--- src/rtl/clock_time_counter.sv ---
// BCD time-of-day counter (HH:MM:SS) with range-checked load and a display update handshake.
// Optional feature macro: TWELVE_HOUR_EN selects 12 h mode with a PM flag; undefined builds a 24 h counter.
module clock_time_counter #(
  parameter int CLOCK_FREQ = 50000000,
  parameter int SIM_DIVIDE = 1
) (
  input  logic       clock,
  input  logic       reset,
  input  logic       run,
  input  logic       displayReady,
  input  logic       setLoad,
  input  logic [3:0] setHr1,
  input  logic [3:0] setHr0,
  input  logic [3:0] setMin1,
  input  logic [3:0] setMin0,
  input  logic [3:0] setSec1,
  input  logic [3:0] setSec0,
  input  logic       setPm,
  output logic [3:0] valueHr1,
  output logic [3:0] valueHr0,
  output logic [3:0] valueMin1,
  output logic [3:0] valueMin0,
  output logic [3:0] valueSec1,
  output logic [3:0] valueSec0,
  output logic       pm,
  output logic       secondTick,
  output logic       update,
  output logic       setError
);

  localparam int TICK_CYCLES = CLOCK_FREQ / SIM_DIVIDE;
  localparam int PRESC_W     = $clog2(TICK_CYCLES);
  localparam logic [PRESC_W-1:0] PRESC_LAST = PRESC_W'(TICK_CYCLES - 1);

`ifdef TWELVE_HOUR_EN
  localparam logic [3:0] RST_HR1 = 4'd1;
  localparam logic [3:0] RST_HR0 = 4'd2;
`else
  localparam logic [3:0] RST_HR1 = 4'd0;
  localparam logic [3:0] RST_HR0 = 4'd0;
`endif

  function automatic logic valid_min_sec(input logic [3:0] d1, input logic [3:0] d0);
    return (d1 <= 4'd5) && (d0 <= 4'd9);
  endfunction

  function automatic logic valid_hours(input logic [3:0] h1, input logic [3:0] h0);
`ifdef TWELVE_HOUR_EN
    return ((h1 == 4'd0) && (h0 != 4'd0) && (h0 <= 4'd9)) || ((h1 == 4'd1) && (h0 <= 4'd2));
`else
    return ((h1 <= 4'd1) && (h0 <= 4'd9)) || ((h1 == 4'd2) && (h0 <= 4'd3));
`endif
  endfunction

  logic [PRESC_W-1:0] presc_r, presc_nxt_s;
  logic [3:0] hr1_r, hr0_r, min1_r, min0_r, sec1_r, sec0_r;
  logic [3:0] inc_hr1_s, inc_hr0_s, inc_min1_s, inc_min0_s, inc_sec1_s, inc_sec0_s;
  logic [3:0] nxt_hr1_s, nxt_hr0_s, nxt_min1_s, nxt_min0_s, nxt_sec1_s, nxt_sec0_s;
  logic       carry_sec1_s, carry_min0_s, carry_min1_s, carry_hr_s;
  logic       tick_s, load_valid_s, load_ok_s, load_err_s;
  logic       pm_chg_s, change_s;
  logic       pending_r, second_tick_r, update_r, set_error_r;

  assign tick_s       = run && (presc_r == PRESC_LAST);
  assign load_valid_s = valid_hours(setHr1, setHr0) && valid_min_sec(setMin1, setMin0)
                        && valid_min_sec(setSec1, setSec0);
  assign load_ok_s    = setLoad && load_valid_s;
  assign load_err_s   = setLoad && !load_valid_s;

  // Ripple carries through the six digits, all resolved within one cycle.
  assign carry_sec1_s = (sec0_r == 4'd9);
  assign carry_min0_s = carry_sec1_s && (sec1_r == 4'd5);
  assign carry_min1_s = carry_min0_s && (min0_r == 4'd9);
  assign carry_hr_s   = carry_min1_s && (min1_r == 4'd5);

  assign inc_sec0_s = carry_sec1_s ? 4'd0 : sec0_r + 4'd1;
  assign inc_sec1_s = !carry_sec1_s ? sec1_r : ((sec1_r == 4'd5) ? 4'd0 : sec1_r + 4'd1);
  assign inc_min0_s = !carry_min0_s ? min0_r : ((min0_r == 4'd9) ? 4'd0 : min0_r + 4'd1);
  assign inc_min1_s = !carry_min1_s ? min1_r : ((min1_r == 4'd5) ? 4'd0 : min1_r + 4'd1);

`ifdef TWELVE_HOUR_EN
  logic pm_r, inc_pm_s, nxt_pm_s;

  // Hour roll in 12 h mode: 11 -> 12 flips AM/PM, 12 -> 01 keeps it.
  always_comb begin
    inc_hr1_s = hr1_r;
    inc_hr0_s = hr0_r;
    inc_pm_s  = pm_r;
    if (!carry_hr_s) begin
      inc_hr1_s = hr1_r;
    end else if ((hr1_r == 4'd1) && (hr0_r == 4'd1)) begin
      inc_hr0_s = 4'd2;
      inc_pm_s  = !pm_r;
    end else if ((hr1_r == 4'd1) && (hr0_r == 4'd2)) begin
      inc_hr1_s = 4'd0;
      inc_hr0_s = 4'd1;
    end else if (hr0_r == 4'd9) begin
      inc_hr1_s = 4'd1;
      inc_hr0_s = 4'd0;
    end else begin
      inc_hr0_s = hr0_r + 4'd1;
    end
  end

  // PM flag follows a valid load, otherwise the tick.
  always_comb begin
    nxt_pm_s = pm_r;
    if (load_ok_s) begin
      nxt_pm_s = setPm;
    end else if (tick_s) begin
      nxt_pm_s = inc_pm_s;
    end else begin
      nxt_pm_s = pm_r;
    end
  end

  assign pm_chg_s = (nxt_pm_s != pm_r);
  assign pm       = pm_r;

  // PM flag register, present only in the 12 h build.
  always_ff @(posedge clock or negedge reset) begin
    if (!reset) begin
      pm_r <= 1'b0;
    end else begin
      pm_r <= nxt_pm_s;
    end
  end
`else
  logic unused_pm_s;
  assign unused_pm_s = setPm;
  assign pm_chg_s    = 1'b0;
  assign pm          = 1'b0;

  // Hour roll in 24 h mode: 23 -> 00, x9 -> (x+1)0.
  always_comb begin
    inc_hr1_s = hr1_r;
    inc_hr0_s = hr0_r;
    if (!carry_hr_s) begin
      inc_hr1_s = hr1_r;
    end else if ((hr1_r == 4'd2) && (hr0_r == 4'd3)) begin
      inc_hr1_s = 4'd0;
      inc_hr0_s = 4'd0;
    end else if (hr0_r == 4'd9) begin
      inc_hr1_s = hr1_r + 4'd1;
      inc_hr0_s = 4'd0;
    end else begin
      inc_hr0_s = hr0_r + 4'd1;
    end
  end
`endif

  // Next digits and prescaler: a valid load beats a coincident tick.
  always_comb begin
    nxt_hr1_s   = hr1_r;
    nxt_hr0_s   = hr0_r;
    nxt_min1_s  = min1_r;
    nxt_min0_s  = min0_r;
    nxt_sec1_s  = sec1_r;
    nxt_sec0_s  = sec0_r;
    presc_nxt_s = presc_r;
    if (load_ok_s) begin
      nxt_hr1_s   = setHr1;
      nxt_hr0_s   = setHr0;
      nxt_min1_s  = setMin1;
      nxt_min0_s  = setMin0;
      nxt_sec1_s  = setSec1;
      nxt_sec0_s  = setSec0;
      presc_nxt_s = {PRESC_W{1'b0}};
    end else if (tick_s) begin
      nxt_hr1_s   = inc_hr1_s;
      nxt_hr0_s   = inc_hr0_s;
      nxt_min1_s  = inc_min1_s;
      nxt_min0_s  = inc_min0_s;
      nxt_sec1_s  = inc_sec1_s;
      nxt_sec0_s  = inc_sec0_s;
      presc_nxt_s = {PRESC_W{1'b0}};
    end else if (run) begin
      presc_nxt_s = presc_r + PRESC_W'(1);
    end else begin
      presc_nxt_s = presc_r;
    end
  end

  assign change_s = ({nxt_hr1_s, nxt_hr0_s, nxt_min1_s, nxt_min0_s, nxt_sec1_s, nxt_sec0_s}
                     != {hr1_r, hr0_r, min1_r, min0_r, sec1_r, sec0_r}) || pm_chg_s;

  // Time state, strobes and redraw bookkeeping; pending starts set so the first ready cycle redraws.
  always_ff @(posedge clock or negedge reset) begin
    if (!reset) begin
      presc_r       <= {PRESC_W{1'b0}};
      hr1_r         <= RST_HR1;
      hr0_r         <= RST_HR0;
      min1_r        <= 4'd0;
      min0_r        <= 4'd0;
      sec1_r        <= 4'd0;
      sec0_r        <= 4'd0;
      pending_r     <= 1'b1;
      second_tick_r <= 1'b0;
      update_r      <= 1'b0;
      set_error_r   <= 1'b0;
    end else begin
      presc_r       <= presc_nxt_s;
      hr1_r         <= nxt_hr1_s;
      hr0_r         <= nxt_hr0_s;
      min1_r        <= nxt_min1_s;
      min0_r        <= nxt_min0_s;
      sec1_r        <= nxt_sec1_s;
      sec0_r        <= nxt_sec0_s;
      pending_r     <= change_s || (pending_r && !displayReady);
      second_tick_r <= tick_s && !load_ok_s;
      update_r      <= pending_r && displayReady;
      set_error_r   <= load_err_s;
    end
  end

  assign valueHr1   = hr1_r;
  assign valueHr0   = hr0_r;
  assign valueMin1  = min1_r;
  assign valueMin0  = min0_r;
  assign valueSec1  = sec1_r;
  assign valueSec0  = sec0_r;
  assign secondTick = second_tick_r;
  assign update     = update_r;
  assign setError   = set_error_r;

endmodule

--- config.mk ---
export PLATFORM = sky130hd
export DESIGN_NAME = clock_time_counter
export DESIGN_NICKNAME = d
export VERILOG_FILES = /design/src/rtl/clock_time_counter.sv
export SDC_FILE = /design/constraint.sdc
export NUM_CORES = 1
export LEC_CHECK = 0
export ABC_AREA = 1
export BUFFER_PORTS_ARGS = -buffer_cell sky130_fd_sc_hd__clkbuf_2
export CORE_MARGIN = 3
export CORE_UTILIZATION = 40
export CTS_CLUSTER_DIAMETER = 40
export CTS_CLUSTER_SIZE = 28
export DETAILED_ROUTE_END_ITERATION = 8
export GPL_ROUTABILITY_DRIVEN = 0
export GPL_TIMING_DRIVEN = 0
export PLACE_DENSITY_LB_ADDON = 0.3
export SETUP_SLACK_MARGIN = 0.4
export SYNTH_ARGS = -nofsm -noshare
export SYNTH_HDL_FRONTEND = slang
export SYNTH_SLANG_ARGS = --single-unit
--- constraint.sdc ---
create_clock -name clock -period 2.13 [get_ports clock]
set_input_delay 0.1065 -clock clock [delete_from_list [all_inputs] [get_ports clock]]
set_output_delay 0.1065 -clock clock [all_outputs]
set_load 0.03 [all_outputs]
# Yosys cells after proc, flatten, opt, wreduce, memory -nomap -nowiden

Index checks and enable logic that the tools add are counted.

Add/sub/neg operators: 7
Magnitude comparators: 7
Eq/ne operators: 10
Multiplexer cells: 28
Reductions and logical operators: 22

Operators by type and width:

| kind                                                | count |
|---|---|
| 2-to-1 mux 4 bit                                    | 25 |
| 2-to-1 mux 26 bit                                   | 3 |
| adder 26 x 1 -> 26 bit, second input constant       | 1 |
| == test 26 bit, second input constant               | 1 |
| adder 4 x 1 -> 4 bit, second input constant         | 6 |
| != test 24 bit                                      | 1 |
| logical AND 1 bit                                   | 16 |
| == test 4 x 2 -> 1 bit, second input constant       | 3 |
| == test 4 bit, second input constant                | 3 |
| <= comparator 4 bit, second input constant          | 3 |
| == test 4 x 3 -> 1 bit, second input constant       | 2 |
| <= comparator 4 x 3 -> 1 bit, second input constant | 2 |
| <= comparator 4 x 1 -> 1 bit, second input constant | 1 |
| <= comparator 4 x 2 -> 1 bit, second input constant | 1 |
| zero test 1 bit                                     | 3 |
| nonzero test 3 bit                                  | 1 |
| logical OR 1 bit                                    | 2 |

Flip-flop bits (word level): 54
Input port bits: 30
Output and inout port bits: 28
Word-level logic and storage cells: 85

# Depth between registers and ports, before layout

Gate-level depths: netlist of the first run.

Depth in word-level cells: 9
Gate-level depth with buffers: 19
Gate-level depth less buffers: 19

# Worst setup path before layout of the first run

Ideal clock, no wire load.

Path kind: register to register
Start: register hr1_r[0] (netlist: valueHr1[0])
End: register pending_r
Setup time: 0.077 ns
Arrival time: 1.980 ns
Required time: 2.053 ns
Path slack: 0.073 ns
Cell stages (with the launch flop): 19
Buffers on the path: 0
Clock period less this slack: 2.057 ns
Path through: dfrtp_1 inv_1 ha_1 nand2_1 inv_1 nand3_1 nand2_1 inv_1 o21ai_0 nand3_1 nand2_1 inv_1 nand2_1 nand3_1 nand3_1 nor2_1 nand2_1 nor2_1 nand2_1

Longest elaborated chain between the ends: 8
Elaborated cells on any way between the ends: 14
Classes of those cells: add/sub (1); eq/ne (2); mux (9); reduce/logical (2)

RTL lines:

| what                                                                  | RTL line | source |
|---|---|---|
| start: declaration                                                    | 56       | `logic [3:0] hr1_r, hr0_r, min1_r, min0_r, sec1_r, sec0_r;` |
| start signal: assignment                                              | 203      | `hr1_r <= nxt_hr1_s;` |
| adder 4 x 1 -> 4 bit / == test 4 x 2 -> 1 bit (equally long branches) | 144, 140 |  |
| 2-to-1 mux 4 bit / logical AND 1 bit (equally long branches)          | 143, 140 |  |
| 2-to-1 mux 4 bit                                                      | 140      | `end else if ((hr1_r == 4'd2) && (hr0_r == 4'd3)) begin` |
| 2-to-1 mux 4 bit                                                      | 138      | `if (!carry_hr_s) begin` |
| 2-to-1 mux 4 bit                                                      | 169      | `end else if (tick_s) begin` |
| 2-to-1 mux 4 bit                                                      | 161      | `if (load_ok_s) begin` |
| != test 24 bit *                                                      | 185      | `!= {hr1_r, hr0_r, min1_r, min0_r, sec1_r, sec0_r}) \|\| pm_chg_s;` |
| logical OR 1 bit *                                                    | 209      | `pending_r <= change_s \|\| (pending_r && !displayReady);` |
| end signal: assignment                                                | 209      |  |
| end: declaration                                                      | 62       | `logic pending_r, second_tick_r, update_r, set_error_r;` |

Mark *: on every way between the ends. The rest lies on a longest branch, timed or not.
A chain may end at the register's enable or synchronous reset.

# Worst setup path after layout of the first run

Start: register presc_r[0]
End: register pending_r

Longest elaborated chain between the ends: 6
Elaborated cells on any way between the ends: 16
Classes of those cells: eq/ne (2); mux (12); reduce/logical (2)

RTL lines:

| what                     | RTL line | source |
|---|---|---|
| start: declaration       | 55       | `logic [PRESC_W-1:0] presc_r, presc_nxt_s;` |
| start signal: assignment | 190      | `presc_r <= {PRESC_W{1'b0}};` |
| start signal: assignment | 202      | `presc_r <= presc_nxt_s;` |
| == test 26 bit *         | 64       | `assign tick_s = run && (presc_r == PRESC_LAST);` |
| logical AND 1 bit *      | 64       |  |
| 2-to-1 mux 4 bit         | 169      |  |
| 2-to-1 mux 4 bit         | 161      |  |
| != test 24 bit *         | 185      |  |
| logical OR 1 bit *       | 209      |  |

Marked as above.

==> results.cfg, run 1 <==
[layout]
design_area_mm2 = 0.00614
drive_above_1_share = 0.424
register_area_mm2 = 0.00138
fill_cells = 938
diodes = 0
multi_input_area_mm2 = 0.00314
fin_nets = 840
syn2layout_area_growth_pct = 37.6
fin_cells = 942

[route]
wire_per_inst_um = 15.1
drc = 0
antenna_left = 0
vias = 4972
drtIter0Drc = 495
viasPerCell = 5.28
route.met3.wl_mm = 1.19
met1Wirelength_mm = 6.03
dr.pass1.iters = 5
dr_wl_met2_mm = 6.75
routed.top_layer = met4
drt_wl_total_mm = 14.2

[flow_run]
maxCapViolCount = 0

[synth]
synth_enable_flop_cells = 0
yosys_warnings = 0
synth_top_cell_area_share = 0.297
async_flop_share = 1.00
syn_area_per_cell_um2 = 6.63
yosysSeqAreaShare = 0.303
syn_inst = 673
synth.largest_area_cell = dfrtp_1
synth_seq_cells = 54
ys.flop_type = dfrtp_1
synth.distinct_cells = 45
syn-num-nets = 708
synthTopCellsByArea = dfrtp_1, nand2_1, nand3_1, inv_1, nor2_1
syn_area_mm2 = 0.00446

[cts]
cts.sinks = 54
cts_made_buffers = 5
clk_path_buf_depth = 2
htreeDepth = 2
cts_root_buf = clkbuf_8
cts_tree = yes
clk_latency_ns = 0.32
clk_pin_slew_ns = 0.11

[floorplan]
die_w_um = 112
ios = 58
rows = 37
die_h_um = 112
dieArea_mm2 = 0.0125
start_util = 0.421
core_area_mm2 = 0.0106

[grt]
track_usage = 0.213
antenna_found_initial = 0
grt_start_max_net_pins = 55
grt_pass1_wl_mm = 22.0
gr-total-overflow = 0
first_global_vias = 4542

[worst_setup_path]
cp_max_fo = 7
timing.setup.critical_path_class = flip-flop to flip-flop
slowest_stage = dfrtp_1
endpoint_kind = flip-flop
cp.arrival_ns = 2.49
slowest_delay_ns = 0.42
critPathBufInv = 0
crit_chain = ha_4, nand3_4, nor2_8, nand3_4, nor2_4, nand2_2, nand2_1, nand3_2, nand3_1, nand3_1, nor2_1, nand2_1, nor2_2, nand2_1
critPathTopFamily = simple AND/OR/NAND/NOR gates
cp.required_ns = 2.38
crit_top_cell = nand2_1
start_kind = flip-flop

[pwr]
p_per_area_mw_per_mm2 = 517
p_leak_nw = 3.20
worst_ir_drop_vdd_mv = 0.386
fin_total_pwr_mw = 3.18

[timing]
slew_headroom = 0.472
setup_viol = 4
min_period_over_period = 1.05
rsz0062_at_grt = yes
worst_slew_pin_slew_ns = 0.793
slew_violations = 0
setup_slack_ns = -0.107
timing.fmax_mhz = 447
fin_crit_ns = 2.24
hold_viol_final = 0
fin_skew_ns = 0.00954

[placement]
port_buffers = 54
dp_cells = 863
pre_cts_ws_ns = -0.300
dp_hpwl_mm = 9.41
place_area_mm2 = 0.00499

[min_path]
hold_path.class = primary input to flip-flop

[run_status]
status = complete, but fails checks
violations = negative setup slack
where the power goes:
group / total (mW) / switching, mW / internal [mW]
Clock: 0.738 / 0.386 / 0.352
Sequential: 1.33 / 0.182 / 1.15
Combinational: 1.11 / 0.675 / 0.431
per-stage QoR:
| stage | hold slack, ns | util | TNS, ns |
|---|---|---|---|
| finish | 0.0243 | 0.579 | -0.271 |
| CTS | 0.0178 | 0.527 | 0 |
| detailed placement | 0.274 | 0.470 | -2.48 |
| global route | 0.0437 | 0.579 | -1.02 |
| floorplan | -0.189 | - | 0 |
| global placement | 0.319 | 0.470 | -2.17 |
repair_timing:
| action | 4_1_cts | 5_1_grt |
|---|---|---|
| resized for setup | 66 | 83 |
| pin swaps | 14 | 45 |
| buffers inserted | 34 | 34 |
| endpoints found under the hold margin | 54 | 0 |
| endpoints found under the setup margin | 44 | 48 |
| gates cloned | 1 | 0 |
| hold buffers | 2 | 0 |
synth_stat cells, types with 3 or more instances:
master    instances
nor2_1           65
dfrtp_1          53
inv_2            15
nand3_2           5
nand2_2          15
nand2_1         213
nand3_4           7
nor3_1            8
buf_4             3
mux2i_1           3
nor2_4           11
nor2_2           11
a21oi_1          18
o21ai_1           5
nand3_1          63
ha_1              5
o211ai_1          7
inv_1            80
buf_2             3
xor2_1           10
nand4_1           9
o21ai_0          24
or2_2            10
logic make-up after synthesis:
group / Yosys count / share of synthesized area
buf+inv: 106 / 0.0973
xor+xnor: 11 / 0.0216
fa+ha+maj: 5 / 0.0140
mux: 3 / 0.00673
compound gates: 63 / 0.0796
other cells: 1 / 0.000840
flops: 54 / 0.303
simple gates: 430 / 0.477
area by class of cell:
cell class / instances / share of cell area
sequential: 54 / 0.224
clock buffer: 6 / 0.0118
buffer: 9 / 0.0139
clock inverter: 2 / 0.00611
tap: 136 / 0.0277
multi-input combinational: 513 / 0.512
timing repair buffer: 125 / 0.142
inverter: 97 / 0.0628
placed cells by master, fill, tap and decap left out, types with 11 or more instances in the layout:
cell type	n
nor2_4	22
dfrtp_1	33
nor2_1	46
o21ai_1	13
inv_2	24
dfrtp_2	20
nand3_1	48
nor2_2	19
nand2_2	33
buf_4	62
clkbuf_2	53
inv_1	69
a21oi_1	11
nand2_1	187
nand3_2	18
state kept, by name, indices dropped and copies added (netlist names):
signal and count:
valueMin1 4, valueSec1 4, presc_r 26, valueHr0 4
valueSec0 4, valueHr1 4, setError 1, update 1
valueMin0 4, secondTick 1, pending_r 1
per-layer routing:
metal / track usage / vias to the layer above
met4: 0.0438 / 0
li1: - / 2395
met1: 0.294 / 2319
met3: 0.0408 / 24
met5: 0 / -
met2: 0.350 / 234
worst register-to-register path, stage by stage, from the launching register on:
cell and delay (ns):
dfrtp_1 0.42, ha_4 0.17, nand3_4 0.14, nor2_8 0.16, nand3_4 0.10, nor2_4 0.30, nand2_2 0.14, nand2_1 0.09
nand3_2 0.08, nand3_1 0.11, nand3_1 0.08, nor2_1 0.10, nand2_1 0.07, nor2_2 0.13, nand2_1 0.08
path summary, 6_finish.rpt:
kind / start / end / slack [ns] / cells after the start
max in group asynchronous: reset / valueHr0[0] / 1.15 / 2
worst min register to register: pending_r / update / 0.49 / 2
worst max-delay path: presc_r[0] / pending_r / -0.11 / 14
worst max register to register: presc_r[0] / pending_r / -0.11 / 14
worst min-delay path: setHr0[1] / valueHr0[1] / 0.02 / 3
min in group asynchronous: reset / presc_r[23] / 0.43 / 2
Note: power is estimated with default switching activity, not from simulation.
==> run 2, diff against run 1 <==
--- a/config.mk
+++ b/config.mk
@@ -8,7 +8,8 @@
 export ABC_AREA = 1
 export BUFFER_PORTS_ARGS = -buffer_cell sky130_fd_sc_hd__clkbuf_2
 export CORE_MARGIN = 3
-export CORE_UTILIZATION = 40
+export CORE_UTILIZATION = 55
+export CTS_BUF_LIST = sky130_fd_sc_hd__clkbuf_4 sky130_fd_sc_hd__clkbuf_8
 export CTS_CLUSTER_DIAMETER = 40
 export CTS_CLUSTER_SIZE = 28
 export DETAILED_ROUTE_END_ITERATION = 8
==> constraint.sdc (replaced) <==
create_clock -name clock -period 2.13 [get_ports clock]
set_input_delay 0.3195 -clock clock [delete_from_list [all_inputs] [get_ports clock]]
set_output_delay 0.3195 -clock clock [all_outputs]
set_load 0.03 [all_outputs]
==> run 2 against run 1 <==
  * The flow still finishes with violations (negative setup slack)
  * Global-route usage increased by 6.6 points
  * Sequential power about the same
  * Non-clock buffer count decreased by 5
  * Via count increased by 6.9%
  * Final area decreased by 2.7%
  * Final cell count decreased by 4.0%
  * Worst hold slack improved by 0.18 ns
  * Sequential share of layout area increased by 0.70 points
  * Core utilization increased by 19 points
  * Routed wire length increased by 4.3%
  * Critical path type unchanged
  * Largest power group unchanged
==> results.cfg, run 2 (synthesis gave the netlist of run 1 again) <==
[run_status]
status = complete, but fails checks
violations = negative setup slack

[grt]
first_global_vias = 4347
antenna_found_initial = 0
gr-total-overflow = 0
grt_pass1_wl_mm = 20.3
track_usage = 0.280
grt_start_max_net_pins = 55

[layout]
finish.utilization = 0.765
syn2layout_area_growth_pct = 33.9
diodes = 0
fill_cells = 530
drive_above_1_share = 0.401
largest-register = presc_r
final_common_cell = nand2_1
largest_reg_flops = 26
design_area_mm2 = 0.00598
layout_common_cells = nand2_1, inv_1, buf_4
fin_nets = 836

[floorplan]
start_util = 0.571
die_h_um = 96.1
ios = 58
core_area_mm2 = 0.00781
die_w_um = 96.1
rows = 32
dieArea_mm2 = 0.00923

[timing]
worst_slew_pin_slew_ns = 0.544
slew_violations = 0
setup_viol = 4
setup_slack_ns = -0.106
fin_crit_ns = 2.24
hold_viol_final = 0
slew_headroom = 0.637
whs_ns = 0.203
fin_skew_ns = 0.0121
rsz0062_at_grt = yes
timing.fmax_mhz = 447
min_period_over_period = 1.05

[min_path]
hold_path.class = primary input to flip-flop

[route]
drt_wl_total_mm = 14.8
drtIter0Drc = 725
antenna_left = 0
vias = 5313
drc = 0
wire_per_inst_um = 16.4
dr.pass1.iters = 7
viasPerCell = 5.88

[pwr]
worst_ir_drop_vdd_mv = 0.367
pwr-share-seq = 0.437
switchingPower_mw = 1.25
clkPwrFrac = 0.200
p_leak_nw = 3.07
power.share.switching = 0.408
p_per_area_mw_per_mm2 = 512
power_frac_comb = 0.363
intPower_mw = 1.81

[worst_setup_path]
cp_max_fo = 4
cp.arrival_ns = 2.48
cp.required_ns = 2.38
start_kind = flip-flop
timing.setup.critical_path_class = flip-flop to flip-flop
endpoint_kind = flip-flop

[placement]
port_buffers = 54
place_area_mm2 = 0.00494
dp_hpwl_mm = 9.05
pre_cts_ws_ns = -0.483

[cts]
htreeDepth = 2
cts_tree = yes
cts_root_buf = clkbuf_8
cts_made_buffers = 5
clk_latency_ns = 0.32
cts.sinks = 54
clk_pin_slew_ns = 0.11
clk_path_buf_depth = 2

[flow_run]
maxCapViolCount = 0
-- run 2: changes by cell type in the layout (fill, tap and decap cells not counted), sizes merged --
cell         delta
nor2            +1
dlygate4sd3     -1
clkinv          +1
clkbuf          -3
bufinv          -1
buf             -2
inv             +1
-- run 2: per-stage QoR --
| step | setup TNS [ns] | cells | power [mW] |
|---|---|---|---|
| 3_3_place_gp | -7.97 | 829 | 2.17 |
| 5_1_grt | -0.900 | 904 | 3.24 |
| 2_1_floorplan | 0 | 673 | 1.95 |
| 4_1_cts | 0 | 859 | 2.87 |
| 6_report | -0.173 | 904 | 3.06 |
| 3_5_place_dp | -8.49 | 829 | 2.21 |
-- run 2: metal layers --
metal  global-route usage  up-vias  part of all wire
li1                     -     2390                 -
met1                0.396     2421              0.39
met2                0.436      416              0.44
met3               0.0493       86              0.12
met4               0.0782        0             0.046
met5                    0        -                 0
-- run 2: worst paths after layout --
check | slack, ns | to | cells after the start | startpoint
worst max-delay path | -0.11 | pending_r | 13 | presc_r[0]
worst max register to register | -0.11 | pending_r | 13 | presc_r[0]
worst min-delay path | 0.20 | update | 3 | displayReady
max in group asynchronous | 0.98 | pending_r | 3 | reset
min in group asynchronous | 0.50 | presc_r[2] | 2 | reset
worst min register to register | 0.48 | update | 2 | pending_r
-- run 2: critical path, cell delays in order, from the launching register on --
cell and delay (ns):
dfrtp_1 0.42, ha_4 0.17, nand3_4 0.15, nor2_8 0.18
buf_4 0.16, nand4_1 0.18, nand2_1 0.14, nand3_1 0.12
nand3_1 0.10, nand2_1 0.08, nor2_1 0.14, nand3_2 0.14
nor2_1 0.12, nand2_1 0.07
-- run 2: power groups by stage --
stage / clock network, mW / logic, mW / registers, mW
6_report: 0.612 / 1.11 / 1.34
2_1_floorplan: 0 / 0.530 / 1.42
3_3_place_gp: 0 / 0.830 / 1.34
3_5_place_dp: 0 / 0.857 / 1.35
4_1_cts: 0.623 / 0.922 / 1.33
5_1_grt: 0.670 / 1.22 / 1.35
-- run 2: area by class of cell --
cell class / instances / area (µm²) / area share
Multi-Input combinational cell: 514 / 3070 / 0.513
Sequential cell: 54 / 1380 / 0.231
Timing Repair Buffer: 120 / 845 / 0.141
Inverter: 97 / 387 / 0.0647
Tap cell: 102 / 128 / 0.0214
Buffer: 9 / 77.6 / 0.0130
Clock buffer: 5 / 68.8 / 0.0115
Clock inverter: 3 / 21.3 / 0.00356
-- run 2: what timing repair did --
| action | in CTS | in global routing |
|---|---|---|
| endpoints found under the setup margin | 43 | 44 |
| pin swaps | 14 | 24 |
| gates cloned | 1 | 1 |
| hold endpoints to repair | 0 | 19 |
| setup buffers | 21 | 42 |
| hold buffers | 0 | 1 |
| resized for setup | 35 | 93 |
==> run 3, diff against run 2 <==
--- a/config.mk
+++ b/config.mk
@@ -17,6 +17,7 @@
 export GPL_TIMING_DRIVEN = 0
 export PLACE_DENSITY_LB_ADDON = 0.3
 export SETUP_SLACK_MARGIN = 0.4
+export SKIP_LAST_GASP = 1
 export SYNTH_ARGS = -nofsm -noshare
 export SYNTH_HDL_FRONTEND = slang
 export SYNTH_SLANG_ARGS = --single-unit
==> run 3 against run 2 <==
  * The flow still finishes with violations (negative setup slack)
  * Largest power group unchanged
  * Flip-flop and latch count unchanged
  * Critical path depth up 1
  * Combinational power about the same
  * Via count down 1.7%
  * Sequential share of layout area about the same
  * Total power down 0.44%
  * Maximum frequency down 0.12%
  * Critical endpoint unchanged
  * Routed wire length down 1.6%
  * Largest cell class unchanged
  * Setup slack worse by 0.0026 ns
  * Clock power about the same
  * Clock skew up 0.00065 ns
  * Core utilization down 0.11 points
==> results.cfg, run 3 (synthesis gave the netlist of run 1 again) <==
[pwr]
p_leak_nw = 3.07
pwr-share-seq = 0.438
worst_ir_drop_vdd_mv = 0.365
power_frac_comb = 0.363
power.share.switching = 0.406
switchingPower_mw = 1.24
intPower_mw = 1.81
clkPwrFrac = 0.200
p_per_area_mw_per_mm2 = 511

[cts]
clk_pin_slew_ns = 0.11
cts_root_buf = clkbuf_8
clk_latency_ns = 0.32
htreeDepth = 2
clk_path_buf_depth = 2
cts_tree = yes
cts.sinks = 54
cts_made_buffers = 5

[grt]
met1_usage = 0.396
track_usage = 0.280
grt_pass1_wl_mm = 20.3
grt_busiest_layer = met2
grt_start_max_net_pins = 55
grtUsageMet3 = 0.0493
met2_usage = 0.436
gr-total-overflow = 0
first_global_vias = 4347
antenna_found_initial = 0

[floorplan]
dieArea_mm2 = 0.00923
die_w_um = 96.1
start_util = 0.571
rows = 32
core_area_mm2 = 0.00781
die_h_um = 96.1
ios = 58

[worst_setup_path]
start_kind = flip-flop
slowest_delay_ns = 0.42
ff2ff_path_depth = 14
timing.setup.critical_path_class = flip-flop to flip-flop
crit_chain = ha_4, nand3_4, nor2_8, nand3_4, nor2_4, nand3_1, nand3_1, nand3_1, nand2_1, nand2_1, nor2_2, nand2_1, nor2_1, nand2_1
slowest_stage = dfrtp_1
cp_max_fo = 7
crit_top_cell = nand2_1
cp.arrival_ns = 2.48
endpoint_kind = flip-flop
cp.required_ns = 2.37

[flow_run]
maxCapViolCount = 0

[route]
drt_wl_total_mm = 14.6
vias = 5222
dr.pass1.iters = 6
drc = 0
drtIter0Drc = 761
antenna_left = 0
wire_per_inst_um = 16.1
viasPerCell = 5.78

[layout]
largest_reg_flops = 26
final_common_cell = nand2_1
register_area_mm2 = 0.00138
syn2layout_area_growth_pct = 33.7
diodes = 0
multi_input_area_mm2 = 0.00306
largest-register = presc_r
layout_common_cells = nand2_1, inv_1, buf_4
fin_nets = 836
fill_cells = 532
drive_above_1_share = 0.398

[timing]
whs_ns = 0.206
fin_skew_ns = 0.0128
setup_viol = 4
slew_violations = 0
rsz0062_at_grt = yes
timing.fmax_mhz = 447
hold_viol_final = 0
slew_headroom = 0.640
setup_slack_ns = -0.108
fin_crit_ns = 2.24
worst_slew_pin_slew_ns = 0.540
min_period_over_period = 1.05

[placement]
pre_cts_ws_ns = -0.483
dp_hpwl_mm = 9.05
port_buffers = 54

[min_path]
whs_path_depth = 3
hold_path.class = primary input to flip-flop

[run_status]
violations = negative setup slack
status = complete, but fails checks
## run 3: through the flow
step / total power [mW] / cell area (µm²) / instances / TNS (ns) / utilization
after floorplan: 1.95 / 4540 / 673 / 0 / -
after global placement: 2.17 / 4940 / 829 / -7.97 / 0.633
after detailed placement: 2.21 / 4940 / 829 / -8.49 / 0.633
after CTS: 2.87 / 5320 / 859 / 0 / 0.681
after global routing: 3.23 / 5970 / 904 / -0.924 / 0.764
final: 3.05 / 5970 / 904 / -0.179 / 0.764
## run 3: final timing paths
path / from / to / slack, ns
max reg2reg: presc_r[0] / pending_r / -0.11
min reg2reg: pending_r / update / 0.48
min in group asynchronous: reset / presc_r[2] / 0.50
max: presc_r[0] / pending_r / -0.11
max in group asynchronous: reset / pending_r / 0.98
min: displayReady / update / 0.21
## run 3: cell type report
type                    count  share of cell area
plain buffers               9              0.0130
clock buffers               5              0.0115
clock inverters             3             0.00356
inverters                  97              0.0648
multi-input cells         514               0.513
flip-flops and latches     54               0.231
well taps                 102              0.0214
repair buffers            120               0.142
## run 3: metal layers
metal | part of all wire | vias up | wire [µm]
li1 | - | 2384 | -
met1 | 0.39 | 2396 | 5750
met2 | 0.45 | 376 | 6530
met3 | 0.12 | 66 | 1740
met4 | 0.038 | 0 | 559
met5 | 0 | - | 0
## run 3: critical path, delay by kind of cell, from the launching register on
kind	cells	cell delay (ns)
flip-flops	1	0.42
adder cells (fa/ha/maj)	1	0.17
AND/OR/NAND/NOR	13	1.58
## run 3: what timing repair did
action | CTS | global route
gates cloned | 1 | 1
setup endpoints to repair | 43 | 44
hold buffers | 0 | 1
gates resized for setup | 35 | 90
setup buffers | 21 | 42
pin swaps | 14 | 24
endpoints found under the hold margin | 0 | 19
## run 3: power groups by stage
stage / clock [mW] / combinational (mW) / sequential (mW)
6_report: 0.609 / 1.11 / 1.33
5_1_grt: 0.670 / 1.21 / 1.35
4_1_cts: 0.623 / 0.922 / 1.33
3_5_place_dp: 0 / 0.857 / 1.35
3_3_place_gp: 0 / 0.830 / 1.34
2_1_floorplan: 0 / 0.530 / 1.42
